[src/rtl/noc_hop_lookup_pkg.sv]
// Shared sizing for the NoC hop-lookup stage, plus the slice helper used to
// pick one port's route table out of the packed ROUTE parameter.
`ifndef NOC_HOP_LOOKUP_BOUNDS_DEFINED
`define NOC_HOP_LOOKUP_BOUNDS_DEFINED
`define BOUNDS(i, w) ((i)*(w)) +: (w)
`endif

package noc_hop_lookup_pkg;

   // Number of switch output ports (one-hot select width).
   localparam int NEXTHOPWIDTH     = 32'sd4;
   // Destination address width.
   localparam int DESTWIDTH        = 32'sd4;
   // Route-table bits per port: one bit per reachable destination.
   localparam int ROUTE_WIRE_WIDTH = 32'sd2 ** DESTWIDTH;

endpackage : noc_hop_lookup_pkg

[src/rtl/noc_hop_lookup_ce_dff.sv]
// Single-bit enabled D flop with asynchronous active-low clear. Every output
// bit of the hop-lookup stage sits in one of these, so the crossbar selects
// come straight from a flop with no logic after it.
module ce_dff (
   input  logic clk,
   input  logic rst,
   input  logic ce,
   input  logic d,
   output logic q
);

   logic q_d;
   logic q_q;

   // Load the new value on enable, otherwise recirculate the stored bit.
   always_comb begin
      if (ce) begin
         q_d = d;
      end else begin
         q_d = q_q;
      end
   end

   // State flop; the clear acts immediately, independent of clk and ce.
   always_ff @(posedge clk or negedge rst) begin
      if (!rst) begin
         q_q <= 1'b0;
      end else begin
         q_q <= q_d;
      end
   end

   assign q = q_q;

endmodule : ce_dff

[src/rtl/noc_hop_lookup.sv]
// Registered next-hop select and look-ahead route stage at the output of a
// NoC switch input FIFO. On each FIFO read (ce) it captures the head flit's
// output-port select and, from a static per-port route table, the port the
// flit will use at the following switch. route_err flags a valid flit whose
// destination is served by no port.
module noc_hop_lookup #(
   parameter int NEXTHOPWIDTH     = noc_hop_lookup_pkg::NEXTHOPWIDTH,
   parameter int DESTWIDTH        = noc_hop_lookup_pkg::DESTWIDTH,
   parameter int ROUTE_WIRE_WIDTH = 32'sd2 ** DESTWIDTH,
   parameter logic [NEXTHOPWIDTH*ROUTE_WIRE_WIDTH-1:0] ROUTE =
      {NEXTHOPWIDTH*ROUTE_WIRE_WIDTH{1'b0}}
) (
   input  logic                    clk,
   input  logic                    rst,
   input  logic                    ce,
   input  logic                    valid,
   input  logic [NEXTHOPWIDTH-1:0] nexthop,
   input  logic [DESTWIDTH-1:0]    destaddr,
   output logic [NEXTHOPWIDTH-1:0] sel,
   output logic [NEXTHOPWIDTH-1:0] to,
   output logic                    route_err
);

   // Full look-ahead vector, needed as a whole to detect "no route".
   logic [NEXTHOPWIDTH-1:0] to_d;
   logic                    route_err_d;

   for (genvar i = 0; i < NEXTHOPWIDTH; i++) begin : g_port
      logic [ROUTE_WIRE_WIDTH-1:0] route_slice;
      logic                        sel_bit_d;
      logic                        to_bit_d;

      // This port's table: bit d set means this port serves destination d.
      assign route_slice = ROUTE[`BOUNDS(i, ROUTE_WIRE_WIDTH)];

      // Per-port next state: gated select and plain table indexing (no arithmetic).
      always_comb begin
         sel_bit_d = nexthop[i] & valid;
         to_bit_d  = route_slice[destaddr];
      end

      assign to_d[i] = to_bit_d;

      ce_dff u_sel_ff (
         .clk (clk),
         .rst (rst),
         .ce  (ce),
         .d   (sel_bit_d),
         .q   (sel[i])
      );

      ce_dff u_to_ff (
         .clk (clk),
         .rst (rst),
         .ce  (ce),
         .d   (to_bit_d),
         .q   (to[i])
      );
   end : g_port

   // A valid flit whose destination no port serves is a route error.
   always_comb begin
      route_err_d = valid & ~(|to_d);
   end

   ce_dff u_err_ff (
      .clk (clk),
      .rst (rst),
      .ce  (ce),
      .d   (route_err_d),
      .q   (route_err)
   );

endmodule : noc_hop_lookup

[config.mk]
export PLATFORM = sky130hd
export DESIGN_NAME = noc_hop_lookup
export DESIGN_NICKNAME = d
export VERILOG_FILES = /design/src/rtl/noc_hop_lookup_pkg.sv /design/src/rtl/noc_hop_lookup_ce_dff.sv /design/src/rtl/noc_hop_lookup.sv
export SDC_FILE = /design/constraint.sdc
export NUM_CORES = 1
export LEC_CHECK = 0
export ABC_AREA = 1
export BUFFER_PORTS_ARGS = -buffer_cell sky130_fd_sc_hd__buf_2
export CORE_AREA = 5 5 42 44
export CTS_CLUSTER_SIZE = 24
export DETAILED_ROUTE_END_ITERATION = 10
export DIE_AREA = 0 0 47 49
export GPL_ROUTABILITY_DRIVEN = 0
export GPL_TIMING_DRIVEN = 0
export PLACE_DENSITY = 0.44
export SETUP_SLACK_MARGIN = 0.4
export SLEW_MARGIN = 15
export SYNTH_ARGS = -nofsm -noshare
export SYNTH_HDL_FRONTEND = slang
export SYNTH_SLANG_ARGS = --single-unit
[constraint.sdc]
create_clock -name clk -period 1 [get_ports clk]
set_input_delay 0.05 -clock clk [delete_from_list [all_inputs] [get_ports clk]]
set_output_delay 0.05 -clock clk [all_outputs]
set_load 0.05 [all_outputs]
== After elaboration in Yosys (flattened, before gate mapping) ==
Memories as Yosys holds them, arrays and structs flattened.
Cells that the tools add are included.
Cells by class
  order comparisons: 1
  bitwise operators: 6
  multiplexer cells: 1
Operators with widths (number)
  bitwise AND 1 bit: 5
  less-than comparator 4 x 5 -> 1 bit, second input constant: 1
  two-way mux 1 bit: 1
  inverter 1 bit: 1
Storage, ports and cells
  flip-flop bits (word level): 6
  logic and storage cells: 15
  ROM bits: 16
  input bits: 12
  memories kept: 1
Memory list
  (no name shown): depth 16, width 1, read ports 1, clocked after memory_dff 0, wr ports 0, line noc_hop_lookup.sv:39  | to_bit_d = route_slice[destaddr];

== Longest topological paths before layout ==
Gate-level depths: netlist (run 1).
  word-level depth: 4
  gate-level depth with buffers: 3
  mapped depth without buffers: 3

== Modules after synthesis ==
A second synthesis (run 1) with hierarchy kept.
Unflattened totals
  cells, all modules: 54
  area total of the unflattened synthesis: 394.1 sq um
By module, submodules not included
  ce_dff: times used 9, seq. area each 25.0 sq um, area each 40.0 sq um, cells an instance 5
  noc_hop_lookup: times used 1, seq. area each 0.0 sq um, area each 33.8 sq um, cells an instance 9

== Least setup slack after synthesis (run 1) ==
OpenSTA, ideal clock, no wires.
  kind: reg2reg
  start: reg, netlist name u_err_ff.q
  end: reg u_err_ff.q_q, in the netlist u_err_ff.q
  slack: 168 ps
  period minus slack after synthesis: 832 ps
  required time: 881 ps
  setup time: 119 ps
  buffers on the path: 0
  arrival: 713 ps
  stages on the path, launching flop included: 3
  cell sequence: dfrtp_1 > nand2_1 > nand2_1
RTL lines
  to (signal assigned): line noc_hop_lookup_ce_dff.sv:29  | q_q <= q_d;
  to (decl): line noc_hop_lookup_ce_dff.sv:13  | logic q_q;

== Worst setup path in the final report (run 1) ==
  start: reg g_port[2].u_sel_ff.q_q
  end: out sel[2]
RTL lines
  from (decl): line noc_hop_lookup_ce_dff.sv:13
  from (signal assigned): line noc_hop_lookup_ce_dff.sv:29
  to (decl): line noc_hop_lookup.sv:19  | output logic [NEXTHOPWIDTH-1:0] sel,
No word-level cell between the ends.

==> results, run 1 <==
- The flow ran to the end, and the final reports show no timing, DRC or antenna violations.
- Setup repair after global routing could not meet its margin everywhere.
- The fraction of met2 tracks used by global routing is under 10%.
- The max capacitance violation total is 0.
- The per-instance average area after synthesis is 8.47 µm².
- The completed layout was analyzed and its total power is 0.717 mW.
- The class of the tightest hold or removal check is input port to flop.
- The total number of yosys warnings is 0.
- For this design the static power due to leakage is 0.279 nW.
- The CTS root buffer is sky130_fd_sc_hd__clkbuf_4.
- The I/O pin count is 21.
- The library cells used most frequently in the layout, excluding fill and tap cells, are sky130_fd_sc_hd__nand2_1, sky130_fd_sc_hd__buf_4, sky130_fd_sc_hd__buf_2.
- The TritonCTS clock tree is yes.
- The area of the core is 0.00140 mm².
- Setup violations remaining at the end of the flow were counted as 0.
- The die boundary height is 49 µm.
- The total vias in the final route is 242.
- The floorplan has 14 rows.
- STA classifies the critical path endpoint as an output pin.
- The cell taking the most area after synthesis is sky130_fd_sc_hd__dfrtp_1.
- The area added between synthesis and finish is 94.1%.
- Hold timing on the final database bottoms out at a slack of 33.5 ps.
- VDD sags by at most between 500 and 600 µV.
- The DRC marker count from the first detailed-route iteration is 3.
- Clock tree synthesis found a total of 5 sinks.
- The initial antenna violation count was 0.
- Synthesis handed over a netlist of 30 instances.
- Of all nets on the critical path, the largest fanout is 2.
- Power spread over the standard cell area amounts to 1450 mW/mm².
- The layout cell share with drive strength beyond 1 is 60.0%.
- The top achievable clock speed is between 1000 and 1500 MHz.
- Sorting the synthesized cells by area gives the leading types as sky130_fd_sc_hd__dfrtp_1, sky130_fd_sc_hd__buf_4, sky130_fd_sc_hd__nand2_1.
- The worst setup path is launched from a flop.
- Global routing consumed, on the met3 layer, 4.80% of the routing resources.
- Between clock sinks in the finished design, the worst skew comes to 0 ps.
- The clock passes through at most 2 buffers.
- The x dimension of the die is 47 µm.
- The total count of hold-check failures in the final report was 0.
- The fraction of synthesized cell area taken by the top area cell type is 49.3%.
- In the global route stage, met1 resource usage came out at roughly 7.3%.
- The count of final max-slew check failures is 0.
- The clock slew at the register clock pins of the worst setup and hold paths is 40 ps.
- The first global-routing pass estimated 952 µm of wire.
- The total routed wirelength is 575 µm.
- In the final routed layout, each cell accounts on average for 8.10 µm.
- The number of I/O port buffers is 12.
- The clock network latency to the later pin of the worst-skew pair is 240 ps.
- The remaining design rule violation count is 0.
- The busiest metal layer after global routing is met1.
- Summing the sequential cell areas from Yosys gives 49.3% of the chip area.
- For the final routed database, the setup TNS stands at 0 ps.
- The data required time of the worst path is 950 ps.
- Clock tree synthesis inserted a total of 3 buffers.
- After layout, the minimum clock period comes to 929 ps.
- For this run, the post-layout net count is 68.
- The all-layer global routing usage is around 6.3%.
- The via count of the first global-routing pass is 213.
- The repair_antennas step left the layout with diodes totalling 0.
- The detailed-routing iteration count for the pre-antenna-repair pass is 2.
- After synthesis, the netlist uses 6 different library cells.
- The area of the die is 0.00230 mm².
- The deepest level of the CTS H-tree is 1.
- The post-route antenna net violation count is 0.
- The effective utilization at floorplan is 18.1%.
- The start-to-end type of the worst setup path is flop to output pin.
- The ratio of final minimum period to clock period is between 90 and 100%.
- Summing every instance area after synthesis gives approximately 250 µm².
- At the worst endpoint, the arrival time is between 800 and 900 ps.
- Entering global routing, the biggest net connects 7 pins.
- The total congestion overflow is 0.
- The detailed-route vias per instance is 3.41.
- The synthesized design contains 5 register bits.
==> worst paths after layout <==
check | slack [ps] | startpoint | end | cells after the start
worst min register to register | 480 | u_err_ff.q | u_err_ff.q | 2
worst max register to register | 190 | g_port[2].u_sel_ff.q | g_port[2].u_sel_ff.q | 4
min in group asynchronous | 160 | rst | g_port[1].u_sel_ff.q | 2
worst max-delay path | 70 | g_port[2].u_sel_ff.q | sel[2] | 2
max in group asynchronous | 690 | rst | u_err_ff.q | 2
worst min-delay path | 30 | nexthop[3] | g_port[3].u_sel_ff.q | 3
==> metal layers <==
metal	routed length [µm]	part of all wire, %
met3	65	11
met5	0	0
met2	263	46
met1	246	43
met4	0	0
==> flip-flops by register name, indices dropped and copies added (netlist names) <==
register / count
u_err_ff.q: 1
g_port.u_sel_ff.q: 4
==> metrics by stage <==
step	area (µm²)	std cells	utilization (%)	setup WS, ps
after global routing	493	71	35.2	32.8
after detailed placement	347	61	24.7	264
after global placement	347	61	24.7	266
final	493	71	35.2	71.3
after CTS	474	70	33.8	67.0
after floorplan	267	33	-	262
==> area by class of cell <==
| class | instances | area (µm²) |
|---|---|---|
| inverters | 1 | 3.75 |
| plain buffers | 8 | 75.1 |
| well taps | 16 | 20.0 |
| flip-flops and latches | 5 | 126 |
| repair buffers | 18 | 158 |
| multi-input cells | 19 | 83.8 |
| fillers | 148 | 908 |
| clock buffers | 4 | 26.3 |
==> critical path, cell delays in order (launching register included) <==
cell and delay [ps]:
sky130_fd_sc_hd__dfrtp_1 380, sky130_fd_sc_hd__buf_6 120, sky130_fd_sc_hd__buf_8 140
==> power by group <==
part	total [mW]	switching [mW]	internal, mW
combinational	0.253	0.138	0.115
clock	0.234	0.0827	0.151
sequential	0.230	0.0105	0.220
total	0.717	0.231	0.486
==> cells by family after synthesis <==
kind of cell  synth area share (%)
buf+inv                       25.1
flops                         49.3
other cells                   1.48
simple gates                  24.1
==> timing repair <==
item                                    4_1_cts  5_1_grt
pin swaps                                     0        2
endpoints found under the setup margin        5       10
cloned                                        0        0
hold buffers                                  1        0
resized for setup                            18        4
buffers inserted                              4        1
hold endpoints to repair                      5        0
==> cell usage after synthesis (all sizes together) <==
| cell type | count |
|---|---|
| dfrtp | 5 |
| nand2 | 11 |
| inv | 1 |
| buf | 8 |
| conb | 1 |
| nand3 | 4 |
(Power assumes the default switching activity.)
==> run 2: changes to the inputs <==
--- a/config.mk
+++ b/config.mk
@@ -5,7 +5,6 @@
 export SDC_FILE = /design/constraint.sdc
 export NUM_CORES = 1
 export LEC_CHECK = 0
-export ABC_AREA = 1
 export BUFFER_PORTS_ARGS = -buffer_cell sky130_fd_sc_hd__buf_2
 export CORE_AREA = 5 5 42 44
 export CTS_CLUSTER_SIZE = 24
@@ -13,7 +12,7 @@
 export DIE_AREA = 0 0 47 49
 export GPL_ROUTABILITY_DRIVEN = 0
 export GPL_TIMING_DRIVEN = 0
-export PLACE_DENSITY = 0.44
+export PLACE_DENSITY = 0.46
 export SETUP_SLACK_MARGIN = 0.4
 export SLEW_MARGIN = 15
 export SYNTH_ARGS = -nofsm -noshare
==> run 2 against run 1 <==
Compared with the run above: count of clock-buffer cells in the layout is the same; fmax grew 0.30%; combinational power is essentially flat; largest power group unchanged; highest routed layer unchanged; clock power is essentially flat; critical endpoint unchanged.
==> results, run 2 <==
- The die is 47 µm wide.
- The pin count of the biggest net entering global routing is 10.
- The total number of yosys warnings is 0.
- The reported net switching power is between 0.2 and 0.25 mW.
- The synthesized design spends more area on one cell type than any other, namely sky130_fd_sc_hd__dfrtp_1.
- The area of the die is 0.00230 mm².
- A synthesized cell averages between 9 and 10 µm².
- The top cell types in the final layout, fill and taps aside, are sky130_fd_sc_hd__buf_4, sky130_fd_sc_hd__buf_6, sky130_fd_sc_hd__buf_2.
- At the end of the flow the core is filled with cells to 34.4%.
- The die boundary height is 49 µm.
- The number of flip-flops under the largest register name is 4.
- The multiplexer share of the synthesized area is 5.56%.
- The post-DP HPWL is approximately 460 µm.
- The endpoint kind of the worst setup timing path is an output pin.
- The cell count after synthesis is 28.
- The most common cell after layout, fill and taps aside is sky130_fd_sc_hd__buf_4.
- The internal portion of the total power is 0.488 mW.
- Sorting the synthesized cells by area gives the leading types as sky130_fd_sc_hd__dfrtp_1, sky130_fd_sc_hd__buf_4, sky130_fd_sc_hd__nand3_1.
- The share of synthesized cell area in full adder, half adder and majority cells is 0%.
- The cell area that synthesis handed to floorplanning was around 270 µm².
- After synthesis, the largest area contributor takes up 46.3% of total cell area.
- The ratio of final minimum period to clock period is approximately 90%.
- The later pin in the worst-skew pair is clocked with a latency of between 200 and 250 ps.
- Clock skew on the completed layout was measured at 0 ps.
- The number of synthesized flops with an enable pin is 0.
- The logic gate share of total power is a little over a third.
- The cell at the slowest stage of the critical path is sky130_fd_sc_hd__dfrtp_1.
- The sequential share of power is 32.3%.
- Counting flops and latches in the post-synthesis netlist gives 5.
- The most used flip-flop cell after synthesis is sky130_fd_sc_hd__dfrtp_1.
- The deepest level of the CTS H-tree is 1.
- The total vias in the final route is 237.
- The synthesized netlist devotes 7.41% of its cell area to compound gates.
- The sequential area share after synthesis is 46.3%.
- The effective utilization at floorplan is 19.3%.
- The tightest min-delay check is of the input port to flop type.
- The total count of hold-check failures in the final report is 0.
- The area added between synthesis and finish is 78.2%.
- The tool flagged a number of max-cap violations equal to 0.
- Once detail routing completed, the nets flagged for antenna violations numbered 0.
- Among cell families on the critical path, the largest total delay comes from flip-flops.
- Adding up every negative setup slack in the final design gives 0 ps.
- The maximum single-stage delay on the critical path is 380 ps.
- The critical path starts at g_port[2].u_sel_ff.q.
- The run finished with clean final reports.
- The average wire per standard cell is 9.24 µm.
- The initial antenna violation count is 0.
- The final-stage net count is 63.
- The top achievable clock speed is roughly 1100 MHz.
- In the synthesized netlist the async set-or-reset flop fraction comes to 100%.
- The hold path startpoint is ce.
- In this run the worst path has a maximum fanout of 2.
- Of the cells placed in the final design, the portion with a size suffix greater than 1 is 64.0%.
- The worst path in the final design needs a cycle of 926 ps, including I/O delays and setup.
- The count of final max-slew check failures is 0.
- After the first detailed-routing iteration, the DRC count stood at 0.
- The number of buffers between clock root and the deepest sink is 2.
- The core region is 0.00140 mm².
- The switching portion of total power is 32.2%.
- Setup repair after global routing could not meet its margin everywhere.
- The nature of the critical path startpoint is a flop.
- In the post-synthesis netlist, the cell with the most instances is sky130_fd_sc_hd__buf_4.
- The signal on the critical path passes through buf_6 -> buf_8.
- By area, the combinational part of the netlist is dominated by buffers and inverters.
- After clock tree synthesis, the clock-pin slew on the worst setup and hold paths is 40 ps.
- The TritonCTS clock tree is yes.
- The number of buffers and inverters on the critical path is 2.
- The simple-gate share of the synthesized area is 7.41%.
- The global-route wire length before repair is about 1000 µm.
- The CTS root buffer is sky130_fd_sc_hd__clkbuf_4.
- The static leakage is about 0.25 nW.
- By count the netlist is led by sky130_fd_sc_hd__buf_4, sky130_fd_sc_hd__dfrtp_1, sky130_fd_sc_hd__inv_1, sky130_fd_sc_hd__nand3_1, sky130_fd_sc_hd__o21ai_0.
- The final count of negative-setup-slack endpoints is 0.
- The detailed-routing iteration count for the pre-antenna-repair pass is 1.
- The via count of the first global-routing pass is 251.
- The power density over cell area is 1490 mW/mm².
- STA puts the critical path data required time at 950 ps.
- STA puts the critical path data arrival time at 880 ps.
- In the routed design, unresolved DRC markers number 0.
- The number of I/O port buffers is 11.
- After detailed routing, the number of vias per cell comes to 3.59.
- The synthesized netlist devotes 0% of its cell area to XOR and XNOR gates.
- In this run the critical register-to-register path is launched from u_err_ff.q.
- Per report_power, the clock group accounts for roughly 32% of the total.
- The number of antenna repair diodes is 0.
- The number of clock sinks is 5.
- Summed over all layers, the routed wires come to 610 µm.
- After floorplanning, the core was divided into 14 placement rows.
- The count of different cell masters after synthesis is 8.
- The worst voltage drop across the vdd grid is 593 µV.
- Clock tree synthesis inserted a total of 3 buffers.
- Across every metal layer, demand over resource in global routing totals under 10%.
- The I/O pin count is 21.
- For this run the aggregate overflow at the end of global routing stands at 0.
- The critical path is of the flop to output pin type.
[run 2: cell count changes after synthesis]
| cell | change |
|---|---|
| sky130_fd_sc_hd__o21ai_0 | +4 |
| sky130_fd_sc_hd__mux2_4 | +1 |
| sky130_fd_sc_hd__buf_6 | +1 |
| sky130_fd_sc_hd__inv_1 | +4 |
| sky130_fd_sc_hd__inv_2 | -1 |
| sky130_fd_sc_hd__nand2_1 | -11 |
[run 2: metrics by stage]
step | setup WS (ps) | cell area (µm²) | hold slack, ps | std cells | power, mW
after floorplan | 90.5 | 283 | -246 | 31 | 0.381
after global placement | 238 | 358 | -131 | 58 | 0.418
after detailed placement | 230 | 358 | -123 | 58 | 0.420
after CTS | 59.8 | 455 | 18.9 | 63 | 0.715
after global routing | 45.3 | 482 | 24.9 | 66 | 0.756
final | 74.1 | 482 | 23.5 | 66 | 0.720
[run 2: final timing paths]
kind / to / slack (ps) / cells after the start
max in group asynchronous: u_err_ff.q / 680 / 2
worst min register to register: g_port[2].u_sel_ff.q / 530 / 2
worst max-delay path: sel[2] / 70 / 2
min in group asynchronous: g_port[1].u_sel_ff.q / 160 / 2
worst max register to register: u_err_ff.q / 210 / 1
worst min-delay path: g_port[3].u_sel_ff.q / 20 / 2
[run 2: logic make-up after synthesis]
logic type             Yosys count
buffers and inverters           13
and+or+nand+nor                  4
DFF                              5
muxes                            1
AOI/OAI and AO/OA                4
other                            1
[run 2: repair_timing]
action	4_1_cts	5_1_grt
endpoints found under the setup margin	10	10
hold buffers	1	0
buffers inserted	0	3
endpoints found under the hold margin	5	0
pin swaps	1	0
gates resized for setup	22	4
[run 2: area by class of cell]
class | instances | area, µm²
buffer | 9 | 86.3
clock buffer | 4 | 26.3
fill | 171 | 920
inverter | 4 | 15.0
multi-input combinational | 13 | 73.8
sequential | 5 | 126
tap | 16 | 20.0
timing repair buffer | 15 | 134
[run 2: metal layers]
metal | track usage, % | up-vias | wire length (µm) | share of wire [%]
li1 | - | 121 | - | -
met1 | 7.10 | 107 | 244 | 40
met2 | 8.14 | 9 | 305 | 50
met3 | 4.06 | 0 | 60 | 9.8
met4 | 4.15 | 0 | 0 | 0
met5 | 0 | - | 0 | 0
[run 2: power groups by stage]
stage / sequential, mW / clock (mW) / combinational (mW)
floorplan: 0.245 / 0 / 0.136
global placement: 0.232 / 0 / 0.187
detailed placement: 0.232 / 0 / 0.188
CTS: 0.233 / 0.243 / 0.239
global route: 0.234 / 0.252 / 0.270
finish: 0.233 / 0.232 / 0.255
==> run 3: changes to the inputs <==
--- a/config.mk
+++ b/config.mk
@@ -6,10 +6,10 @@
 export NUM_CORES = 1
 export LEC_CHECK = 0
 export BUFFER_PORTS_ARGS = -buffer_cell sky130_fd_sc_hd__buf_2
-export CORE_AREA = 5 5 42 44
+export CORE_AREA = 2 2 39 41
 export CTS_CLUSTER_SIZE = 24
 export DETAILED_ROUTE_END_ITERATION = 10
-export DIE_AREA = 0 0 47 49
+export DIE_AREA = 0 0 41 43
 export GPL_ROUTABILITY_DRIVEN = 0
 export GPL_TIMING_DRIVEN = 0
 export PLACE_DENSITY = 0.46
==> run 3 against run 2 <==
Compared with the run above: highest routed layer is now met4; count of clock-buffer cells in the layout did not move; wire length is 9.7% lower; clock skew stayed put; sequential power about the same; largest power group unchanged.
==> results, run 3 (synthesized netlist as in run 2, its figures left out) <==
- The static leakage is 0.240 nW.
- The worst hold endpoint is g_port[1].u_sel_ff.q.
- The launch point of the worst reg-to-reg path is u_err_ff.q.
- After the last flow step, the layout net total stands at slightly above 60.
- The hold path startpoint is ce.
- CTS built an H-tree with a depth of 1.
- After detailed routing, the wire length on met1 is 226 µm.
- For this run, the top clock speed supported by timing is about 1100 MHz.
- The total count of hold-check failures in the final report is 0.
- The number of instances on the worst hold path is 2.
- The ratio of final minimum period to clock period is roughly 94%.
- The post-route antenna net violation count is 0.
- The tree is rooted in a sky130_fd_sc_hd__clkbuf_4.
- The run finished with clean final reports.
- STA classifies the critical path endpoint as an output pin.
- The maximum fanout along the worst path is 2.
- The worst voltage drop across the vdd grid is 325 µV.
- The count of final max-slew check failures is 0.
- The switching portion of total power is 32.2%.
- In this run the vertical extent of the chip is ~43 µm.
- The min-delay analysis places its worst path in the category input port to flop.
- The completed layout was analyzed and its total power is between 0.7 and 0.8 mW.
- The area of the die is 0.00176 mm².
- The power density over cell area is roughly 1500 mW/mm².
- From left edge to right edge, the die measures roughly 41 µm.
- The post-DP HPWL is about 390 µm.
- The highest metal layer carrying signal wires in the routed design is met4.
- In the final layout, the multi-input gates occupy 70.1 µm².
- The start-to-end type of the worst setup path is flop to output pin.
- The number of antenna repair diodes is 0.
- The setup slack of the worst register-to-register path is ~210 ps.
- After detailed routing, the met3 layer carries slightly above 50 µm of wire.
- The routed design has 551 µm of wire.
- The remaining design rule violation count is 0.
- The initial utilization of the core area, before any placement, comes to 19.5%.
- The reported net switching power is roughly 0.23 mW.
- Buffers inserted during clock tree synthesis total 3.
- The clock slew at the register clock pins of the worst setup and hold paths is 50 ps.
- After floorplanning, the core was sized to cover 0.00138 mm².
- The data required time of the worst path is 950 ps.
- The I/O pin count is 21.
- Row generation in the floorplan step produced 14 rows.
- Summed over all failing endpoints, the final setup total negative slack is 0 ps.
- Before antenna repair, the detailed router went through 2 iterations.
- The number of non-filler instances in the completed layout is 64.
- The sum of met2 wire segment lengths after detailed routing is 262 µm.
- The count of buffers added on input and output ports is 11.
- In the layout the commonest cells are sky130_fd_sc_hd__buf_6, sky130_fd_sc_hd__buf_2, sky130_fd_sc_hd__buf_4.
- The area added between synthesis and finish is 71.3%.
- The destination of the worst register-to-register timing path is u_err_ff.q.
- The worst register-to-register path has a depth of 1.
- In this run, the number of DRC markers left after iteration 0 of detailed routing was 2.
- The number of flip-flops under the largest register name is 4.
- The placed instance count is 58.
- The all-layer global routing usage is 7.65%.
- For the finished layout, the period the worst path requires is 937 ps.
- Data arrives at the worst endpoint at 890 ps.
- Of the total power, registers draw about 33%.
- The layout cell share with drive strength beyond 1 is 54.2%.
- STA classifies the critical path startpoint as a flop.
- The average wire per standard cell is 8.61 µm.
- The final count of negative-setup-slack endpoints is 0.
- After detailed routing, the number of vias per cell comes to 3.63.
- The clock reaches the later pin of the worst-skew pair after around 240 ps.
- The via count of the first global-routing pass was 182.
- The total vias in the final route is 232.
- Between clock sinks in the finished design, the worst skew comes to 0 ps.
- The register area is 126 µm².
- For this run the aggregate overflow at the end of global routing stands at 0.
- The fill cell instance count of the final layout is approximately 160.
- The global-route wire length before repair is 772 µm.
- TritonCTS built the clock tree.
- Of the total power, the clock network draws 33.0%.
- The logic gate share of total power is 34.1%.
- The number of buffers between clock root and the deepest sink is 2.
- Setup repair after global routing could not meet its margin everywhere.
- The number of clock sinks is 5.
- Across the run, the number of max-cap violations was 0.
- The initial antenna violation count came to 0.
- Entering global routing, the biggest net connects 10 pins.
- The internal power of the cells totals 0.479 mW.
## run 3: changes by cell type in the layout (fill, tap and decap cells not counted), sizes merged
cell / change
buf: -2
## run 3: timing repair
item | CTS | global route
buffers inserted | 1 | 0
endpoints found under the hold margin | 5 | 0
pin swaps | 1 | 0
resized for setup | 22 | 0
gates cloned | 0 | 0
setup endpoints to repair | 10 | 10
hold buffers | 1 | 0
## run 3: how the worst max path moves through the flow
stage	slack, ps	from	to	cells after the start
after floorplan	90	u_err_ff.q	u_err_ff.q	1
after global placement	240	u_err_ff.q	u_err_ff.q	1
after detailed placement	240	u_err_ff.q	u_err_ff.q	1
after CTS	60	g_port[1].u_sel_ff.q	sel[1]	2
after global routing	40	g_port[1].u_sel_ff.q	sel[1]	2
final	60	g_port[1].u_sel_ff.q	sel[1]	2
## run 3: power by group through the flow
stage                     clock [mW]  sequential [mW]  combinational (mW)
final                          0.233            0.233               0.241
after global routing           0.260            0.234               0.255
after CTS                      0.247            0.233               0.242
after detailed placement           0            0.232               0.187
after global placement             0            0.232               0.186
after floorplan                    0            0.245               0.136
## run 3: metrics by stage
step	setup WS (ps)	hold slack [ps]	utilization, %	cell area (µm²)
after CTS	55.9	24.6	33.5	463
final	63.3	32.0	33.5	463
after global routing	35.6	32.9	33.5	463
after floorplan	90.5	-246	-	283
after detailed placement	238	-131	25.9	358
after global placement	236	-127	25.9	358
## run 3: worst max-delay path, cell delays in order, from the launching register on
cell	delay, ps
sky130_fd_sc_hd__dfrtp_1	390
sky130_fd_sc_hd__buf_6	120
sky130_fd_sc_hd__buf_8	140
## run 3: metal layers
layer / GRT usage [%] / up-vias
met5: 0 / -
met4: 10.0 / 0
met3: 4.71 / 2
met2: 8.75 / 10
met1: 7.79 / 104
li1: - / 116
## run 3: cell type report
cell class / count / share of cell area, %
Inverter: 4 / 3.24
Buffer: 9 / 18.6
Multi-Input combinational cell: 13 / 15.1
Timing Repair Buffer: 13 / 25.7
Sequential cell: 5 / 27.3
Clock buffer: 4 / 5.68
Tap cell: 16 / 4.32
